===== src/rtl/oam_sprite_ram_pkg.sv =====
// Shared definitions for the PPU object attribute memory: register offsets,
// memory sizes, evaluator states and the attribute readback mask.
package oam_sprite_ram_pkg;

    localparam logic [2:0] REG_OAMADDR = 3'd3;
    localparam logic [2:0] REG_OAMDATA = 3'd4;

    localparam int unsigned OAM_BYTES     = 256;
    localparam int unsigned SEC_OAM_BYTES = 32;
    localparam logic [3:0]  MAX_SPRITES   = 4'd8;

    typedef enum logic [2:0] {
        ST_IDLE,
        ST_CLEAR,
        ST_SCAN,
        ST_COPY,
        ST_DONE
    } eval_state_t;

    // Attribute bytes (offset 2 within a sprite) have no storage for bits [4:2].
    function automatic logic [7:0] oam_read_mask(input logic [7:0] addr,
                                                 input logic [7:0] data);
        return (addr[1:0] == 2'd2) ? (data & 8'hE3) : data;
    endfunction

endpackage


===== src/rtl/oam_ram.sv =====
// Primary OAM storage: 256x8, one synchronous write port and two
// combinational read ports (register path and sprite evaluator).
module oam_ram
    import oam_sprite_ram_pkg::*;
(
    input  logic       clk,
    input  logic       we,
    input  logic [7:0] waddr,
    input  logic [7:0] wdata,
    input  logic [7:0] raddr_reg,
    output logic [7:0] rdata_reg,
    input  logic [7:0] raddr_eval,
    output logic [7:0] rdata_eval
);

    logic [7:0] mem [OAM_BYTES];

    always_ff @(posedge clk) begin
        if (we) begin
            mem[waddr] <= wdata;
        end
    end

    assign rdata_reg  = mem[raddr_reg];
    assign rdata_eval = mem[raddr_eval];

endmodule


===== src/rtl/oam_sprite_ram.sv =====
// PPU OAM: $2003/$2004 register interface over primary OAM plus the
// per-scanline sprite evaluator that fills the 32-byte secondary OAM.
module oam_sprite_ram
    import oam_sprite_ram_pkg::*;
#(
    parameter logic [15:0] OAM_BASE = 16'h2000
) (
    input  logic        clk,
    input  logic        rst,
    input  logic [15:0] bus_addr,
    input  logic [7:0]  bus_data_in,
    input  logic        bus_write_en,
    output logic [7:0]  bus_data_out,
    input  logic        eval_start,
    input  logic [7:0]  eval_scanline,
    input  logic        sprite_size16,
    output logic        eval_busy,
    output logic        eval_done,
    input  logic [4:0]  sec_rd_addr,
    output logic [7:0]  sec_rd_data,
    output logic [3:0]  sprite_count,
    output logic        sprite_overflow,
    output logic        sprite0_hit_cand
);

    logic [7:0]  oam_addr;
    logic        reg_window, sel_addr, sel_data, oam_we;
    logic [7:0]  reg_rd_data, eval_rd_data, eval_rd_addr;
    logic        unused_addr_bits;

    eval_state_t state, state_next;
    logic [7:0]  scanline_q;
    logic        size16_q;
    logic [5:0]  n_idx;
    logic [1:0]  k_idx;
    logic [4:0]  clr_idx;
    logic [8:0]  y_diff;
    logic [7:0]  height;
    logic        in_range, slot_free;
    logic        sec_we;
    logic [4:0]  sec_waddr;
    logic [7:0]  sec_wdata;
    logic [7:0]  sec_oam [SEC_OAM_BYTES];

    // Registers mirror every 8 bytes, so address bits [12:3] are don't-care.
    assign unused_addr_bits = ^bus_addr[12:3];
    assign reg_window = (bus_addr[15:13] == OAM_BASE[15:13]);
    assign sel_addr   = reg_window && (bus_addr[2:0] == REG_OAMADDR);
    assign sel_data   = reg_window && (bus_addr[2:0] == REG_OAMDATA);
    assign oam_we     = bus_write_en && sel_data;

    oam_ram u_oam_ram (
        .clk        (clk),
        .we         (oam_we),
        .waddr      (oam_addr),
        .wdata      (bus_data_in),
        .raddr_reg  (oam_addr),
        .rdata_reg  (reg_rd_data),
        .raddr_eval (eval_rd_addr),
        .rdata_eval (eval_rd_data)
    );

    always_ff @(posedge clk or posedge rst) begin
        if (rst) begin
            oam_addr     <= '0;
            bus_data_out <= '0;
        end else begin
            if (bus_write_en && sel_addr) begin
                oam_addr <= bus_data_in;
            end else if (oam_we) begin
                oam_addr <= oam_addr + 8'd1;
            end
            if (sel_addr) begin
                bus_data_out <= oam_addr;
            end else if (sel_data) begin
                bus_data_out <= oam_read_mask(oam_addr, reg_rd_data);
            end else begin
                bus_data_out <= '0;
            end
        end
    end

    assign eval_rd_addr = (state == ST_COPY) ? {n_idx, k_idx} : {n_idx, 2'b00};
    assign y_diff       = {1'b0, scanline_q} - {1'b0, eval_rd_data};
    assign height       = size16_q ? 8'd16 : 8'd8;
    assign in_range     = !y_diff[8] && (y_diff[7:0] < height);
    assign slot_free    = (sprite_count < MAX_SPRITES);
    assign eval_busy    = (state != ST_IDLE);
    assign eval_done    = (state == ST_DONE);

    always_comb begin
        state_next = state;
        sec_we     = 1'b0;
        sec_waddr  = '0;
        sec_wdata  = '0;
        unique case (state)
            ST_IDLE: begin
                if (eval_start) state_next = ST_CLEAR;
            end
            ST_CLEAR: begin
                sec_we    = 1'b1;
                sec_waddr = clr_idx;
                sec_wdata = 8'hFF;
                if (clr_idx == 5'd31) state_next = ST_SCAN;
            end
            ST_SCAN: begin
                if (in_range && slot_free) begin
                    sec_we     = 1'b1;
                    sec_waddr  = {sprite_count[2:0], 2'b00};
                    sec_wdata  = eval_rd_data;
                    state_next = ST_COPY;
                end else if (n_idx == 6'd63) begin
                    state_next = ST_DONE;
                end
            end
            ST_COPY: begin
                sec_we    = 1'b1;
                sec_waddr = {sprite_count[2:0], k_idx};
                sec_wdata = eval_rd_data;
                if (k_idx == 2'd3) begin
                    state_next = (n_idx == 6'd63) ? ST_DONE : ST_SCAN;
                end
            end
            ST_DONE: begin
                state_next = ST_IDLE;
            end
            default: begin
                state_next = ST_IDLE;
            end
        endcase
    end

    always_ff @(posedge clk or posedge rst) begin
        if (rst) begin
            state            <= ST_IDLE;
            scanline_q       <= '0;
            size16_q         <= 1'b0;
            n_idx            <= '0;
            k_idx            <= '0;
            clr_idx          <= '0;
            sprite_count     <= '0;
            sprite_overflow  <= 1'b0;
            sprite0_hit_cand <= 1'b0;
        end else begin
            state <= state_next;
            unique case (state)
                ST_IDLE: begin
                    if (eval_start) begin
                        scanline_q       <= eval_scanline;
                        size16_q         <= sprite_size16;
                        n_idx            <= '0;
                        clr_idx          <= '0;
                        sprite_count     <= '0;
                        sprite_overflow  <= 1'b0;
                        sprite0_hit_cand <= 1'b0;
                    end
                end
                ST_CLEAR: begin
                    clr_idx <= clr_idx + 5'd1;
                end
                ST_SCAN: begin
                    if (in_range && slot_free) begin
                        k_idx <= 2'd1;
                        if (n_idx == 6'd0) sprite0_hit_cand <= 1'b1;
                    end else begin
                        if (in_range) sprite_overflow <= 1'b1;
                        n_idx <= n_idx + 6'd1;
                    end
                end
                ST_COPY: begin
                    k_idx <= k_idx + 2'd1;
                    if (k_idx == 2'd3) begin
                        sprite_count <= sprite_count + 4'd1;
                        n_idx        <= n_idx + 6'd1;
                    end
                end
                default: begin
                end
            endcase
        end
    end

    // Secondary OAM keeps its contents across reset; CLEAR reinitialises it.
    always_ff @(posedge clk) begin
        if (sec_we) begin
            sec_oam[sec_waddr] <= sec_wdata;
        end
    end

    assign sec_rd_data = sec_oam[sec_rd_addr];

endmodule


===== config.mk =====
export PLATFORM = sky130hd
export DESIGN_NAME = oam_sprite_ram
export DESIGN_NICKNAME = d
export VERILOG_FILES = /design/src/rtl/oam_sprite_ram_pkg.sv /design/src/rtl/oam_ram.sv /design/src/rtl/oam_sprite_ram.sv
export SDC_FILE = /design/constraint.sdc
export NUM_CORES = 2
export LEC_CHECK = 0
export BUFFER_PORTS_ARGS = -buffer_cell sky130_fd_sc_hd__buf_2
export CAP_MARGIN = 5
export CORE_UTILIZATION = 40
export DETAILED_ROUTE_END_ITERATION = 8
export PLACE_DENSITY = 0.6
export SLEW_MARGIN = 20
export SYNTH_ARGS = -nofsm -noshare
export SYNTH_HDL_FRONTEND = slang
export SYNTH_SLANG_ARGS = --single-unit

===== constraint.sdc =====
create_clock -name clk -period 23.1 [get_ports clk]
set_input_delay 1.155 -clock clk [delete_from_list [all_inputs] [get_ports clk]]
set_output_delay 1.155 -clock clk [all_outputs]
set_load 0.01 [all_outputs]

==> results.yml <==
setup_path:
  rr_worst_depth: 22
  cp_data_required_time_ns: 23.59
  reg2reg_from: "k_idx[0]"
  cp_top_family: "buffers and inverters"
  crit_slowest_cell: "nor2_1"
  worstSetupPathType: "reg -> reg"
  r2r_setup_slack_ns: 12.36
  path_depth: 22
  reg2reg_to: "sec_oam[17][2]"
  crit_top_cell: "buf_4"
  cp_max_fo: 120
  cp-start-kind: "flip-flop"
  critPathBufInv: 5
  cp_cell_sequence: "buf_12 -> nand4b_4 -> buf_4 -> buf_4 -> buf_4 -> buf_4 -> mux2i_1 -> o21ai_0 -> mux4_2 -> mux4_2 -> nand2_1 -> nand2_1 -> o21ai_0 -> ha_1 -> and3_1 -> a221oi_1 -> o21ai_0 -> xor2_1 -> or4_1 -> o21ai_4 -> nand4_1 -> nor2_1"
  cp.arrival_ns: 11.23
  crit_path_max_incr_delay_ns: 0.80
  critPathCaptureType: "flip-flop"
timing:
  period_share: 0.465
  rsz0062_at_grt: "no"
  finClkSkew_ns: 0.0362
  setup_viol: 0
  max_slew_margin: 0.108
  fin_setup_tns_ns: 0
  finalHoldViolCount: 0
  min_period_ns: 10.74
  max_freq_mhz: 93.1
  setup_slack_ns: 12.36
  tightest_slew_ns: 1.34
  report.final.slew_viol_count: 0
synth:
  synthArstFlopShare: 0.0200
  ys.flop_type: "edfxtp_1"
  synthCells: 6849
  syn-num-nets: 6909
  synth_edf_count: 2304
  postSynthAreaPerCell_sq_um: 16.1
  synth_seq_cells: 2351
  ys_warn_count: 0
  syn-cell-area_sq_mm: 0.110
  ys_seq_area_frac: 0.640
  synth_cell_type_count: 82
final_layout:
  nFillCells: 23500
  area_delta_synth_final_pct: 11.0
  postLayoutCoreUtil: 0.446
  drive_gt1_frac: 0.227
  final_cell_mix: "2304 x edfxtp_1, 825 x mux4_2, 655 x nand2_1"
  final_common_cell: "edfxtp_1"
  nets: 6777
place:
  post-dp-hpwl_microns: 217000
  dp_slack_ns: 12.46
  gp_congestion: 0.878
  io_buffers: 55
clocking:
  cts_tree: "built"
  cts.htree.levels: 4
  postCtsHoldBufs: 0
  cts_made_buffers: 240
  cts_resized: 0
  cts_buffer_depth: 3
  cts-root-buf: "clkbuf_16"
  cts_setup_buffers: 0
  cts_sinks: 2351
  clock_latency_ns: 0.90
  clkTransAtPathRegs_ns: 0.07
hold_path:
  hp-class: "in -> reg"
  hold_start: "eval_scanline[5]"
  hold_depth: 3
  hold_end: "scanline_q[5]"
detailed_routing:
  drtAntennaViolNets: 0
  finalWirelength_microns: 362000
  vias: 70500
  drt_iter0_drc: 10600
  drc: 0
  wl_per_cell_microns: 34.4
  dr.pass1.iters: 8
  vias_per_cell: 6.71
power:
  p_leak_nw: 37.6
  max-vdd-ir-drop_mv: 0.116
  p_per_area_mw_per_mm2: 111
floorplan:
  start_util: 0.402
  die-area_sq_mm: 0.277
  num_rows: 192
  core_area_sq_mm: 0.273
  dieWidth_microns: 526
  die_h_microns: 526
  io_pins: 66
grt:
  grt_pass1_wl_microns: 512000
  grt_pass1_vias: 68700
  grt_antenna_before_repair: 14
  grt_max_degree: 134
  grt_overflow: 0
  grt_use_total: 0.256
run:
  cap_violations: 0
run_status:
  outcome: "completed"
through the flow:
stage          hold WS, ns  cells  area [sq um]  power, mW
2_1_floorplan        0.452   6849        110000       7.86
3_3_place_gp         0.495  10100        114000       9.71
3_5_place_dp         0.498  10100        114000       9.76
4_1_cts              0.423  10500        122000       13.5
5_1_grt              0.468  10500        122000       14.0
6_report             0.484  10500        122000       13.6
worst register-to-register path, stage by stage, from the launching register on:
cell      delay, ns
dfrtp_4        0.48
buf_12         0.27
nand4b_4       0.54
buf_4          0.67
buf_4          0.76
buf_4          0.81
buf_4          0.63
mux2i_1        0.28
o21ai_0        0.13
mux4_2         0.66
mux4_2         0.64
nand2_1        0.19
nand2_1        0.16
o21ai_0        0.64
ha_1           0.43
and3_1         0.24
a221oi_1       0.27
o21ai_0        0.18
xor2_1         0.20
or4_1          0.73
o21ai_4        0.34
nand4_1        0.29
nor2_1         0.80
state kept, by name, indices dropped and copies added (netlist names):
name,count
u_oam_ram.mem,2048
sec_oam,256
bus_data_out,8
oam_addr,8
scanline_q,8
n_idx,6
clr_idx,5
sprite_count,4
state,3
k_idx,2
size16_q,1
sprite0_hit_cand,1
sprite_overflow,1
cell type report:
cell class                      count  area [sq um]  area share
Antenna cell                        8          20.0    0.000164
Clock buffer                      312          6400      0.0525
Clock inverter                    134          1180     0.00965
Inverter                           29           111    0.000913
Multi-Input combinational cell   3837         37300       0.306
Sequential cell                  2351         70400       0.577
Tap cell                         3589          4490      0.0368
Timing Repair Buffer              258          2080      0.0171
where the power goes:
part	switching, mW	internal, mW
sequential	0.112	4.86
clock	1.67	2.14
combinational	3.20	1.62
total	4.98	8.62
worst max-delay path by stage:
stage / start / endpoint / slack, ns
CTS: k_idx[0] / sec_oam[22][0] / 12.41
detailed placement: k_idx[0] / sec_oam[22][2] / 12.46
global placement: k_idx[0] / sec_oam[15][3] / 12.40
floorplan: k_idx[0] / sec_oam[0][2] / 15.60
global route: k_idx[0] / sec_oam[17][3] / 12.06
finish: k_idx[0] / sec_oam[17][2] / 12.36
kinds of logic after synthesis:
family / share of synthesized area
flip-flops: 0.640
AO/OA/AOI/OAI: 0.0905
AND/OR/NAND/NOR: 0.0531
multiplexers: 0.191
buffers and inverters: 0.0233
adder cells (fa/ha/maj): 0.00205
XOR/XNOR: 0.000478
per-layer routing:
metal	GRT usage	vias to the layer above	wire, microns	part of all wire
li1	-	28200	-	-
met1	0.340	37000	136000	0.38
met2	0.396	4589	167000	0.46
met3	0.0716	798	42800	0.12
met4	0.107	8	15700	0.044
met5	0.00225	-	137	0.00038
Yosys cell counts (all sizes together) (117+ instances only):
| cell type | number | share of area |
|---|---|---|
| a31oi | 130 | 0.0074 |
| mux4 | 825 | 0.17 |
| a311oi | 117 | 0.0094 |
| buf | 210 | 0.0079 |
| nor2b | 139 | 0.0079 |
| o21ai | 217 | 0.010 |
| a211oi | 145 | 0.0099 |
| clkbuf | 422 | 0.014 |
| nor2 | 369 | 0.013 |
| edfxtp | 2304 | 0.63 |
| mux2i | 218 | 0.020 |
| a21oi | 224 | 0.010 |
| nand2 | 656 | 0.022 |
| a221oi | 179 | 0.014 |
| o221ai | 150 | 0.012 |
Note: power is estimated with default switching activity, not from simulation.
